==> src/rtl/pepe_pkg.sv <==
// Shared types and constants for the pad adder sequencer:
// FSM states, operation codes and status byte layout.
package pepe_pkg;

    typedef enum logic [1:0] {
        IDLE  = 2'd0,
        RUN   = 2'd1,
        STAT  = 2'd2,
        DRAIN = 2'd3
    } state_t;

    localparam logic OP_ADD = 1'b0;
    localparam logic OP_SUB = 1'b1;

    localparam int ST_CARRY = 0;
    localparam int ST_OVF   = 1;
    localparam int ST_ZERO  = 2;

    function automatic logic [7:0] status_byte(input logic zero, input logic ovf, input logic carry);
        logic [7:0] s;
        s = 8'd0;
        s[ST_ZERO]  = zero;
        s[ST_OVF]   = ovf;
        s[ST_CARRY] = carry;
        return s;
    endfunction

endpackage

==> src/rtl/pepe_byte_alu.sv <==
// Combinational 8-bit adder slice; subtract is done by inverting b and
// feeding the carry register (preset to 1) as carry-in.
module pepe_byte_alu (
    input  logic [7:0] a,
    input  logic [7:0] b,
    input  logic       cin,
    input  logic       inv_b,
    output logic [7:0] sum,
    output logic       cout,
    output logic       ovf
);

    logic [7:0] b_eff;

    assign b_eff       = inv_b ? ~b : b;
    assign {cout, sum} = {1'b0, a} + {1'b0, b_eff} + {8'd0, cin};
    // Signed overflow as seen from the top byte of a multi-byte operand.
    assign ovf         = (a[7] == b_eff[7]) && (sum[7] != a[7]);

endmodule

==> src/rtl/pepe_serial_add_ctrl.sv <==
// Byte-serial NBYTES-wide add/subtract sequencer: one operand byte pair per
// beat, LSB first, sum bytes then a status byte on a 1-entry output register.
module pepe_serial_add_ctrl
    import pepe_pkg::*;
#(
    parameter int NBYTES = 4
) (
    input  logic       clk,
    input  logic       rst_n,
    input  logic       ena,
    input  logic       start,
    input  logic       op_sub,
    input  logic       in_valid,
    input  logic [7:0] in_a,
    input  logic [7:0] in_b,
    output logic       in_ready,
    output logic       out_valid,
    output logic [7:0] out_data,
    output logic       out_last,
    input  logic       out_ready,
    output logic       busy
);

    localparam int BW = (NBYTES > 1) ? $clog2(NBYTES) : 1;
    localparam logic [BW-1:0] LAST_BEAT = BW'(NBYTES - 1);

    // Handshakes: a transfer happens on a rising clk where valid && ready;
    // valid never waits on ready, and ready here never looks at in_valid.

    state_t        state, state_nxt;
    logic          op_q;
    logic          carry;
    logic [BW-1:0] beat;
    logic          zero_acc;
    logic          ovf_q;

    logic          accept;
    logic          last_beat;
    logic          start_op;
    logic          load_sum;
    logic          load_stat;

    logic [7:0]    alu_sum;
    logic          alu_cout;
    logic          alu_ovf;

    pepe_byte_alu u_alu (
        .a     (in_a),
        .b     (in_b),
        .cin   (carry),
        .inv_b (op_q),
        .sum   (alu_sum),
        .cout  (alu_cout),
        .ovf   (alu_ovf)
    );

    assign in_ready  = ena && (state == RUN) && (!out_valid || out_ready);
    assign accept    = in_valid && in_ready;
    assign last_beat = (beat == LAST_BEAT);
    assign busy      = (state != IDLE);

    always_comb begin
        state_nxt = state;
        start_op  = 1'b0;
        load_sum  = 1'b0;
        load_stat = 1'b0;
        case (state)
            IDLE: begin
                if (start) begin
                    start_op  = 1'b1;
                    state_nxt = RUN;
                end
            end
            RUN: begin
                if (accept) begin
                    load_sum = 1'b1;
                    if (last_beat) state_nxt = STAT;
                end
            end
            STAT: begin
                if (!out_valid || out_ready) begin
                    load_stat = 1'b1;
                    state_nxt = DRAIN;
                end
            end
            DRAIN: begin
                if (out_valid && out_ready) state_nxt = IDLE;
            end
            default: state_nxt = IDLE;
        endcase
    end

    always_ff @(posedge clk) begin
        if (!rst_n) begin
            state     <= IDLE;
            op_q      <= OP_ADD;
            carry     <= 1'b0;
            beat      <= '0;
            zero_acc  <= 1'b1;
            ovf_q     <= 1'b0;
            out_valid <= 1'b0;
            out_data  <= 8'd0;
            out_last  <= 1'b0;
        end else if (ena) begin
            state <= state_nxt;
            if (start_op) begin
                op_q     <= op_sub;
                carry    <= op_sub;
                beat     <= '0;
                zero_acc <= 1'b1;
                ovf_q    <= 1'b0;
            end
            // A load replaces the current byte even when it drains this edge.
            if (load_sum) begin
                out_data  <= alu_sum;
                out_valid <= 1'b1;
                out_last  <= 1'b0;
                carry     <= alu_cout;
                zero_acc  <= zero_acc && (alu_sum == 8'd0);
                beat      <= beat + BW'(1);
                if (last_beat) ovf_q <= alu_ovf;
            end else if (load_stat) begin
                out_data  <= status_byte(zero_acc, ovf_q, carry);
                out_valid <= 1'b1;
                out_last  <= 1'b1;
            end else if (out_valid && out_ready) begin
                out_valid <= 1'b0;
                out_last  <= 1'b0;
            end
        end
    end

endmodule

==> config.mk <==
export PLATFORM = sky130hd
export DESIGN_NAME = pepe_serial_add_ctrl
export DESIGN_NICKNAME = d
export VERILOG_FILES = /design/src/rtl/pepe_pkg.sv /design/src/rtl/pepe_byte_alu.sv /design/src/rtl/pepe_serial_add_ctrl.sv
export SDC_FILE = /design/constraint.sdc
export NUM_CORES = 1
export LEC_CHECK = 0
export ABC_CLOCK_PERIOD_IN_PS = 2300
export BUFFER_PORTS_ARGS = -buffer_cell sky130_fd_sc_hd__clkbuf_2
export CORE_ASPECT_RATIO = 1.5
export CORE_MARGIN = 2
export CORE_UTILIZATION = 45
export DETAILED_ROUTE_END_ITERATION = 16
export PLACE_DENSITY_LB_ADDON = 0.1
export REMOVE_ABC_BUFFERS = 1
export SYNTH_ARGS = -nofsm -noshare
export SYNTH_HDL_FRONTEND = slang
export SYNTH_SLANG_ARGS = --single-unit
==> constraint.sdc <==
create_clock -name clk -period 2.3 [get_ports clk]
set_clock_uncertainty 0.1 [all_clocks]
set_input_delay 0.46 -clock clk [delete_from_list [all_inputs] [get_ports clk]]
set_output_delay 0.46 -clock clk [all_outputs]
set_load 0.01 [all_outputs]
## Word level (Yosys, flattened, before mapping)

Cells that the tools add are included.

| word-level totals | value |
|---|---|
| logic and storage cells | 71 |
| register bits after elaboration | 18 |
| input bits | 23 |

| cells by class | value |
|---|---|
| multiplexer cells | 28 |
| $add $sub $neg | 3 |
| bitwise gates (word level) | 1 |
| equality and inequality tests | 11 |
| reduce and logical (&&, ||, !) cells | 19 |

Operator list:

| cell | number |
|---|---|
| 8-bit two-way mux | 3 |
| 1-bit two-way mux | 17 |
| 2-bit two-way mux | 7 |
| 2-bit inequality test, second input constant | 5 |
| 8-bit by 8-bit adder with 9-bit output | 1 |
| 9-bit by 1-bit adder with 9-bit output | 1 |
| 8-bit zero test | 1 |
| 8-bit NOT | 1 |
| 2-bit case mux with 4 select lines | 1 |
| 2-bit AND reduction | 4 |
| 2-bit equality test, second input constant | 3 |
| 1-bit logical AND | 6 |
| 6-bit AND reduction | 1 |
| 2-bit nonzero test | 3 |
| 3-bit nonzero test | 1 |
| 2-bit by 1-bit adder with 2-bit output, second input constant | 1 |
| 2-bit by 1-bit equality test with 1-bit output, second input constant | 1 |
| 2-bit zero test | 1 |
| 1-bit equality test | 1 |
| 1-bit zero test | 1 |
| 1-bit logical OR | 1 |
| 1-bit inequality test | 1 |

## Depth between registers and ports, before layout

Gate-level depths: netlist (run 1).

| logic depth | value |
|---|---|
| depth after elaboration | 8 |
| depth in mapped cells | 10 |

## Modules after synthesis

Synthesis (run 1) repeated with hierarchy kept, for this count alone.

| unflattened totals | value |
|---|---|
| cell total of the unflattened synthesis | 153 |
| area total of the unflattened synthesis | 1328.8 sq um |

Modules (own cells, without submodules):

| module | sequential area each (sq um) | area an instance (sq um) | cells each | instances |
|---|---|---|---|---|
| pepe_serial_add_ctrl | 360.3 | 869.6 | 95 | 1 |
| pepe_byte_alu | 0.0 | 459.2 | 58 | 1 |

## Worst setup path before layout (run 1)

OpenSTA, ideal clock, no wires.

| timing | value |
|---|---|
| kind | register -> register |
| start | register op_q |
| end | register out_data[6] |
| setup time | 0.128 ns |
| clock period less this slack | 2.582 ns |
| arrival time | 2.355 ns |
| setup slack | -0.282 ns |
| cell stages (with the launch flop) | 11 |
| cells stage by stage | dfxtp_1 clkbuf_1 xnor2_1 fa_1 inv_1 fa_1 a211o_1 a2111o_1 o211ai_2 o21a_1 nor2_1 |

| on the way | value |
|---|---|
| word-level cells in the longest chain between the ends | 4 |

Ends and longest elaborated chain:

| what | RTL line | source |
|---|---|---|
| start, declared | pepe_serial_add_ctrl.sv:31 | `logic op_q;` |
| start signal, assigned | pepe_serial_add_ctrl.sv:107 | `op_q <= op_sub;` |
| 8-bit two-way mux | pepe_byte_alu.sv:15 | `assign b_eff = inv_b ? ~b : b;` |
| 8-bit by 8-bit adder with 9-bit output | pepe_byte_alu.sv:16 | `assign {cout, sum} = {1'b0, a} + {1'b0, b_eff} + {8'd0, cin};` |
| 9-bit by 1-bit adder with 9-bit output | pepe_byte_alu.sv:16 |  |
| 8-bit two-way mux | pepe_serial_add_ctrl.sv:114 | `if (load_sum) begin` |
| end signal, assigned | pepe_serial_add_ctrl.sv:115 | `out_data <= alu_sum;` |
| end signal, assigned | pepe_serial_add_ctrl.sv:123 | `out_data <= status_byte(zero_acc, ovf_q, carry);` |
| end, declared | pepe_serial_add_ctrl.sv:18 | `output logic [7:0] out_data,` |

No other way between the ends.
A chain may end at the register's enable or synchronous reset.

## Worst setup path after layout (run 1)

| timing | value |
|---|---|
| start | register op_q |
| end | register zero_acc |

| on the way | value |
|---|---|
| word-level cells in the longest chain between the ends | 6 |

Ends and longest elaborated chain:

| what | RTL line | source |
|---|---|---|
| 8-bit two-way mux | pepe_byte_alu.sv:15 |  |
| 8-bit by 8-bit adder with 9-bit output | pepe_byte_alu.sv:16 |  |
| 9-bit by 1-bit adder with 9-bit output | pepe_byte_alu.sv:16 |  |
| 8-bit zero test | pepe_serial_add_ctrl.sv:119 | `zero_acc <= zero_acc && (alu_sum == 8'd0);` |
| 1-bit logical AND | pepe_serial_add_ctrl.sv:119 |  |
| 1-bit two-way mux | pepe_serial_add_ctrl.sv:114 |  |
| end signal, assigned | pepe_serial_add_ctrl.sv:119 |  |
| end, declared | pepe_serial_add_ctrl.sv:34 | `logic zero_acc;` |

No other way between the ends.

==> results of run 1 <==
==> worst min path at each step <==
stage                                     from                   end  slack [ns]  cells past startpoint
after floorplan           beat[1]$_SDFFE_PN0P_  beat[1]$_SDFFE_PN0P_        0.35                      2
after global placement    beat[1]$_SDFFE_PN0P_  beat[1]$_SDFFE_PN0P_        0.36                      2
after detailed placement  beat[1]$_SDFFE_PN0P_  beat[1]$_SDFFE_PN0P_        0.38                      2
after CTS                             in_valid  beat[1]$_SDFFE_PN0P_        0.39                      3
after global routing                  in_valid  beat[1]$_SDFFE_PN0P_        0.42                      3
final                                 in_valid  beat[1]$_SDFFE_PN0P_        0.39                      3
==> timing repair <==
item                       in CTS  in global routing
setup endpoints to repair       3                  6
setup buffers                   1                  0
pin swaps                       5                  6
gates resized for setup         6                  3
==> metrics by stage <==
stage / setup slack (ns) / util (%) / TNS, ns / instances
2_1_floorplan: -0.173 / - / -0.459 / 151
3_3_place_gp: -0.251 / 55.6 / -0.761 / 232
3_5_place_dp: -0.337 / 55.6 / -0.996 / 232
4_1_cts: -0.0637 / 58.0 / -0.132 / 236
5_1_grt: -0.104 / 58.2 / -0.279 / 236
6_report: 0.0273 / 58.2 / 0 / 236
==> final cells by class <==
class	instances	area [um^2]	share of cell area, %
Timing Repair Buffer	43	241	14.5
Multi-Input combinational cell	124	933	56.2
Clock buffer	3	41.3	2.49
Inverter	9	33.8	2.03
Tap cell	39	48.8	2.94
Sequential cell	18	362	21.8
==> synth_stat cells, types with 2 or more instances <==
cell	count	area, um^2
sky130_fd_sc_hd__fa_1	2	40.0
sky130_fd_sc_hd__mux2i_1	3	30.0
sky130_fd_sc_hd__ha_1	14	175
sky130_fd_sc_hd__and3_1	2	12.5
sky130_fd_sc_hd__a211oi_1	4	30.0
sky130_fd_sc_hd__xor2_1	9	78.8
sky130_fd_sc_hd__buf_2	2	10.0
sky130_fd_sc_hd__nor2_1	13	48.8
sky130_fd_sc_hd__o21a_1	4	30.0
sky130_fd_sc_hd__o21ai_0	6	30.0
sky130_fd_sc_hd__dfxtp_1	18	360
sky130_fd_sc_hd__nand3_1	10	50.1
sky130_fd_sc_hd__clkbuf_1	2	7.51
sky130_fd_sc_hd__nor3_1	2	10.0
sky130_fd_sc_hd__a21oi_1	9	45.0
sky130_fd_sc_hd__inv_1	9	33.8
sky130_fd_sc_hd__nand2_1	12	45.0
sky130_fd_sc_hd__o22ai_1	2	12.5
sky130_fd_sc_hd__and2_1	3	18.8
sky130_fd_sc_hd__a211oi_2	2	25.0
sky130_fd_sc_hd__xnor2_1	4	35.0
==> critical path: stages, from the launching register on <==
cell and delay, ns:
sky130_fd_sc_hd__dfxtp_2 0.33, sky130_fd_sc_hd__xnor2_2 0.14, sky130_fd_sc_hd__fa_2 0.23, sky130_fd_sc_hd__inv_2 0.04, sky130_fd_sc_hd__fa_2 0.34, sky130_fd_sc_hd__a211o_1 0.31, sky130_fd_sc_hd__a211oi_2 0.23, sky130_fd_sc_hd__buf_4 0.15
sky130_fd_sc_hd__o211ai_2 0.07, sky130_fd_sc_hd__a41o_1 0.23
==> report_power, final <==
| group | switching [W] | internal [W] |
|---|---|---|
| combinational | 0.000177 | 0.000156 |
| clock | 0.000106 | 0.000116 |
| sequential | 0.0000127 | 0.000327 |
==> flip-flops by register name, indices dropped and copies added (netlist names) <==
| register | count |
|---|---|
| out_valid | 1 |
| out_data | 8 |
| beat | 2 |
| op_q | 1 |
| carry | 1 |
| out_last | 1 |
| state | 2 |
| ovf_q | 1 |
| zero_acc | 1 |
==> layer usage <==
metal  vias up  global-route usage (%)
li1        638                       -
met1       568                    19.3
met2        30                    40.6
met3        10                    2.11
met4         0                    13.7
met5         -                       0
==> layout by cell type (no fill, tap or decap), types with 3 or more instances in the layout <==
| cell type | instances |
|---|---|
| sky130_fd_sc_hd__nand3_1 | 10 |
| sky130_fd_sc_hd__a211oi_2 | 3 |
| sky130_fd_sc_hd__inv_1 | 8 |
| sky130_fd_sc_hd__a21oi_1 | 9 |
| sky130_fd_sc_hd__clkbuf_2 | 34 |
| sky130_fd_sc_hd__ha_1 | 13 |
| sky130_fd_sc_hd__clkbuf_8 | 3 |
| sky130_fd_sc_hd__mux2i_1 | 3 |
| sky130_fd_sc_hd__a211oi_1 | 3 |
| sky130_fd_sc_hd__o21a_1 | 4 |
| sky130_fd_sc_hd__nand2_1 | 12 |
| sky130_fd_sc_hd__dfxtp_1 | 17 |
| sky130_fd_sc_hd__xnor2_1 | 3 |
| sky130_fd_sc_hd__xor2_1 | 9 |
| sky130_fd_sc_hd__and2_1 | 3 |
| sky130_fd_sc_hd__o21ai_0 | 5 |
| sky130_fd_sc_hd__buf_4 | 8 |
| sky130_fd_sc_hd__nor2_1 | 13 |
==> cells by family (layout without fill, tap and decap cells) <==
logic type	Yosys count	after routing	share of synthesized area [%]
xor gates and xnor gates	13	13	8.54
adders and majority gates	16	16	16.2
muxes	4	4	3.10
and+or+nand+nor	51	51	19.3
DFF	18	18	27.0
buffers and inverters	14	55	4.41
AOI/OAI and AO/OA	40	40	21.5
==> impl_summary.md, run 1 <==
CTS
The number of hold buffers added after CTS was 0. In this run the number of H-tree levels came out at 1. The clock tree from TritonCTS is built. Buffers inserted during clock tree synthesis total 3. Clock tree synthesis selected as its root buffer the cell sky130_fd_sc_hd__clkbuf_8. Clock-pin slew was measured on the worst setup and hold paths at 0.07 ns.

The clock passes through at most 2 buffers. The total clock sinks is 18. The clock latency on the worst-skew pair is 0.25 ns.

Timing
The smallest clock period supported by the final layout is computed as 2.27 ns. The maximum operating frequency is 440 MHz. For the pin with the worst max-slew slack, the measured transition is 0.293 ns. Final hold analysis gives a worst-case slack of 0.385 ns.

In the finished design, the share of the clock period the worst path needs comes to 98.8%. The number of slew-limit violations in the final report is 0. Setup repair after global routing could not meet its margin everywhere. The final number of setup-violating endpoints is 0. The hold violation count in the final report is 0. Headroom to the max-slew limit came out at 80.4%.

Cells and area
The finished cells cover 1660 um^2. The antenna cell count is 0. The post-layout net count is 238.

The total of fill cells in the finished design is 273. Cells with a size suffix above 1 make up 31.5% of the layout. The area added between synthesis and finish is 24.6%.

Synthesis
After technology mapping, the gate count stands at 156. Sequential elements use 27.0% of the synthesized area. After synthesis the cells add up to 1330 um^2. The number of flops mapped to enable cells by yosys is 0.

A synthesized cell averages 8.54 um^2. Yosys printed 0 warnings. The number of different library cells in the post-synthesis netlist is 45. The most frequently used flop master after synthesis is sky130_fd_sc_hd__dfxtp_1. Of all flip-flops after synthesis, the portion carrying an async set or reset was 0%. The synthesis-stage register bit count is 18.

Route
Once detail routing completed, the nets flagged for antenna violations numbered 0. The count of unresolved DRC violations after routing is 0. The first-pass iteration count of the detailed router is 4.

The mean number of vias per cell is 5.28. In the final routing, the length of wire on met1 measures 1190 um. The via count is 1246. The highest metal layer used by the detailed router is met4.

The wire length on met3 is 96 um. The wire length per cell is 13.8 um. The total met2 wirelength after detailed routing is 1840 um. The number of DRC violations after detailed-routing iteration 0 is 26. Wires add up to 3260 um.

Floorplanning
The I/O pin count is 35. The total number of placement rows is 24. The initial core utilization is 46.7%. The horizontal extent of the die is 48.4 um. The full die area is 3420 um^2. In this run the standard cell core region covers 2850 um^2. The die is 70.6 um tall.

Global route
In the global route stage, overall resource usage came out at 20.5%. The initial antenna violation count came to 0. The number of global-route vias before repair was 1283.

The wire length of the first global-routing pass is 5510 um. Entering global routing, the biggest net connects 25 pins. The remaining global-route overflow is 0.

Critical path
The worst reg2reg path depth is 9. In this run the critical register-to-register path is launched from op_q$_SDFFE_PN0P_. STA puts the critical path data required time at 2.35 ns. STA puts the critical path data arrival time at 2.32 ns. The worst setup path category is flip-flop to flip-flop. The worst register-to-register path has a setup slack of 0.03 ns.

The type of destination of the critical path is a flip-flop. Of all nets on the critical path, the largest fanout is 3. The worst setup path is launched from a flip-flop. The end of the worst register-to-register path is zero_acc$_SDFFE_PN1P_. The critical path capture point is zero_acc$_SDFFE_PN1P_. The startpoint of the worst setup timing path is op_q$_SDFFE_PN0P_.

Placement
The final weighted congestion in routability-driven placement is 0.752. Detailed placement ended at an HPWL of 2620 um. The number of buffers inserted by port buffering is 34. The placed instances occupy a cell area of 1590 um^2.

Power and ir drop
After layout, the design draws a total of 0.000895 W. The leakage power total is 0.784 nW. Across the VDD grid, the largest voltage drop is 414 uV. Dividing total power by cell area gives a power density of 539 nW/um^2.

Min path
The worst hold-check path type is input pin to flip-flop.

Status
The flow ran to the end, and the final reports show no timing, DRC or antenna violations.

Job
Max-cap violations in this run came to 0.
Power figures use the tool's default switching activity.
==> run 2, diff against run 1 <==
--- a/config.mk
+++ b/config.mk
@@ -10,9 +10,9 @@
 export CORE_ASPECT_RATIO = 1.5
 export CORE_MARGIN = 2
 export CORE_UTILIZATION = 45
+export CTS_BUF_LIST = sky130_fd_sc_hd__clkbuf_8
 export DETAILED_ROUTE_END_ITERATION = 16
 export PLACE_DENSITY_LB_ADDON = 0.1
-export REMOVE_ABC_BUFFERS = 1
 export SYNTH_ARGS = -nofsm -noshare
 export SYNTH_HDL_FRONTEND = slang
 export SYNTH_SLANG_ARGS = --single-unit
==> impl_summary.md, run 2 (synthesis gave the netlist of run 1 again) <==
Placement
Port buffering added 34 buffers. The placed cell count is 235. Routability-driven placement finished with a final weighted congestion of 0.726. The half-perimeter wire length of the detailed placement result is 2640 um.

Global route
The maximum number of pins on one net before global-route repair is 25. The first global-routing pass estimated 5410 um of wire. The number of global-route vias before repair is 1272. The total global routing track utilization is 20.3%. The initial antenna violation count came to 0. Global routing finished with a remaining overflow of 0.

CTS
The tree built by TritonCTS fans out to 18 sinks. CTS built an H-tree with a depth of 1. The cell at the root of the clock tree is sky130_fd_sc_hd__clkbuf_8. The maximum buffer depth of the clock tree is 2. For the worst-skew pair, the clock arrives at the later sink with an insertion delay of 0.25 ns. Clock-pin slew was measured on the worst setup and hold paths at 0.06 ns.

TritonCTS created 3 clock buffers. The clock tree from TritonCTS is built.

Critical path
On the critical path, the stage with the largest delay is an instance of sky130_fd_sc_hd__dfxtp_4. By instance count, the cell type seen most on the critical path is sky130_fd_sc_hd__fa_2. The worst register-to-register path begins at op_q$_SDFFE_PN0P_. At the worst endpoint, the arrival time is 2.41 ns. The largest fanout on the critical path is 3. The worst setup path category is flip-flop to flip-flop. The total buffers and inverters traversed by the critical path is 2. The kind of cell adding the most delay to the critical path is compound AO/OA/AOI/OAI gates. The startpoint of the worst setup timing path is op_q$_SDFFE_PN0P_. For the worst setup path, the data required time is 2.35 ns. The largest single stage delay on the critical path is 0.36 ns. The worst setup path is captured at a flip-flop. The critical path goes through xnor2_4 -> fa_2 -> inv_2 -> fa_2 -> a211o_1 -> a211oi_2 -> buf_4 -> o211ai_4 -> a41o_1.

The worst setup path is launched from a flip-flop.

Floorplanning
From bottom edge to top edge, the die measures 70.6 um. In this run the core area contains 24 standard-cell rows. The I/O pin count is 35.

The initial core utilization is 46.7%. The horizontal extent of the die is 48.4 um. In this run the standard cell core region covers 2850 um^2.

The floorplan step defined a die boundary enclosing 3420 um^2.

Route
The first-pass iteration count of the detailed router is 4. The number of DRC violations after detailed-routing iteration 0 is 25. The aggregate routed wire length is 3260 um.

Summing over every cut layer, the via total after detailed routing is 1274. In this run the remaining antenna-violating nets after routing total 0. For this run, design rule violations remaining after detail routing come to 0. Dividing the detail-routed wire length by the instance count gives 13.6 um. After detailed routing, the number of vias per cell comes to 5.31.

Cells and area
The register bank with the most flops is out_data. The fraction of the core area covered by cells at the end of the flow is 60.5%. The register with the most flip-flops in the layout has 8 of them. The largest registers in the layout are out_data x8, beat x2, state x2. The library cells used most frequently in the layout, excluding fill and tap cells, are 34 x sky130_fd_sc_hd__clkbuf_2, 17 x sky130_fd_sc_hd__dfxtp_1, 14 x sky130_fd_sc_hd__ha_1. The area added between synthesis and finish is 29.5%. The non-filler instance count after layout is 240. The most common cell after layout, fill and taps aside is sky130_fd_sc_hd__clkbuf_2. The post-layout net count is 242. The antenna cell count is 0. In the final layout, the share of cells above drive strength 1 is 32.8%.

Power and ir drop
Summed over all cells, the static leakage comes to 0.816 nW. For this design the ratio of total power to cell area is 538 nW/um^2. Summing internal, switching and leakage power gives 0.000928 W. IR analysis of the VDD net gives a maximum drop of 271 uV.

Status
The checks that failed: setup timing. The flow ran to the end, but the final reports show violations.

Timing
The worst pin sits at a relative slew slack of 69.6%. The maximum operating frequency is 423 MHz. The pin slew with the least headroom to its limit is 0.453 ns. The post-layout minimum cycle time is 2.37 ns. The number of slew-limit violations in the final report is 0.

After layout, the worst setup slack is -0.0661 ns. The final number of setup-violating endpoints is 3. Setup repair after global routing could not meet its margin everywhere. The hold violation count in the final report is 0. The final critical path takes up 103% of the cycle.

Job
The tool flagged a number of max-cap violations equal to 0.

Min path
The startpoint of the most critical hold path is beat[1]$_SDFFE_PN0P_. In this run the worst hold path is classified as flip-flop to flip-flop.

Synthesis
The number of nets in the synthesized netlist is 195.
[run 2: timing repair]
item | 4_1_cts | 5_1_grt
gates resized for setup | 5 | 5
hold buffers | 0 | 0
pin swaps | 3 | 1
setup buffers | 1 | 1
setup endpoints to repair | 4 | 6
[run 2: worst register-to-register path, delay by kind of cell (launching register included)]
kind,cells,cell delay [ns]
compound gates,4,0.89
xor+xnor,1,0.13
flops,1,0.36
buf+inv,2,0.20
fa+ha+maj,2,0.57
[run 2: worst paths after layout]
path,end,slack (ns),cells after the start
worst max-delay path,zero_acc$_SDFFE_PN1P_,-0.07,9
worst min-delay path,beat[1]$_SDFFE_PN0P_,0.38,2
worst max register to register,zero_acc$_SDFFE_PN1P_,-0.07,9
worst min register to register,beat[1]$_SDFFE_PN0P_,0.38,2
[run 2: final cells by class]
| cell class | instances | area, um^2 |
|---|---|---|
| Inverter | 9 | 33.8 |
| Sequential cell | 18 | 364 |
| Timing Repair Buffer | 47 | 272 |
| Tap cell | 39 | 48.8 |
| Clock buffer | 3 | 41.3 |
| Fill cell | 277 | 1130 |
| Multi-Input combinational cell | 124 | 966 |
[run 2: through the flow]
stage	setup TNS (ns)	setup WS [ns]	area, um^2	hold slack, ns
2_1_floorplan	0	0.00104	1370	0.352
3_3_place_gp	-0.670	-0.224	1630	0.359
3_5_place_dp	-1.04	-0.337	1630	0.374
4_1_cts	-0.0253	-0.0215	1690	0.383
5_1_grt	-0.607	-0.174	1730	0.401
6_report	-0.138	-0.0661	1730	0.378
[run 2: where the power goes]
group / switching [W] / internal, W
combinational: 0.000191 / 0.000179
sequential: 0.0000136 / 0.000327
clock: 0.000101 / 0.000116
[run 2: metal layers]
metal	global-route usage, %	up-vias	wire length [um]
li1	-	649	-
met1	20.1	574	1250
met2	39.4	41	1760
met3	1.69	10	110
met4	14.0	0	141
met5	0	-	0
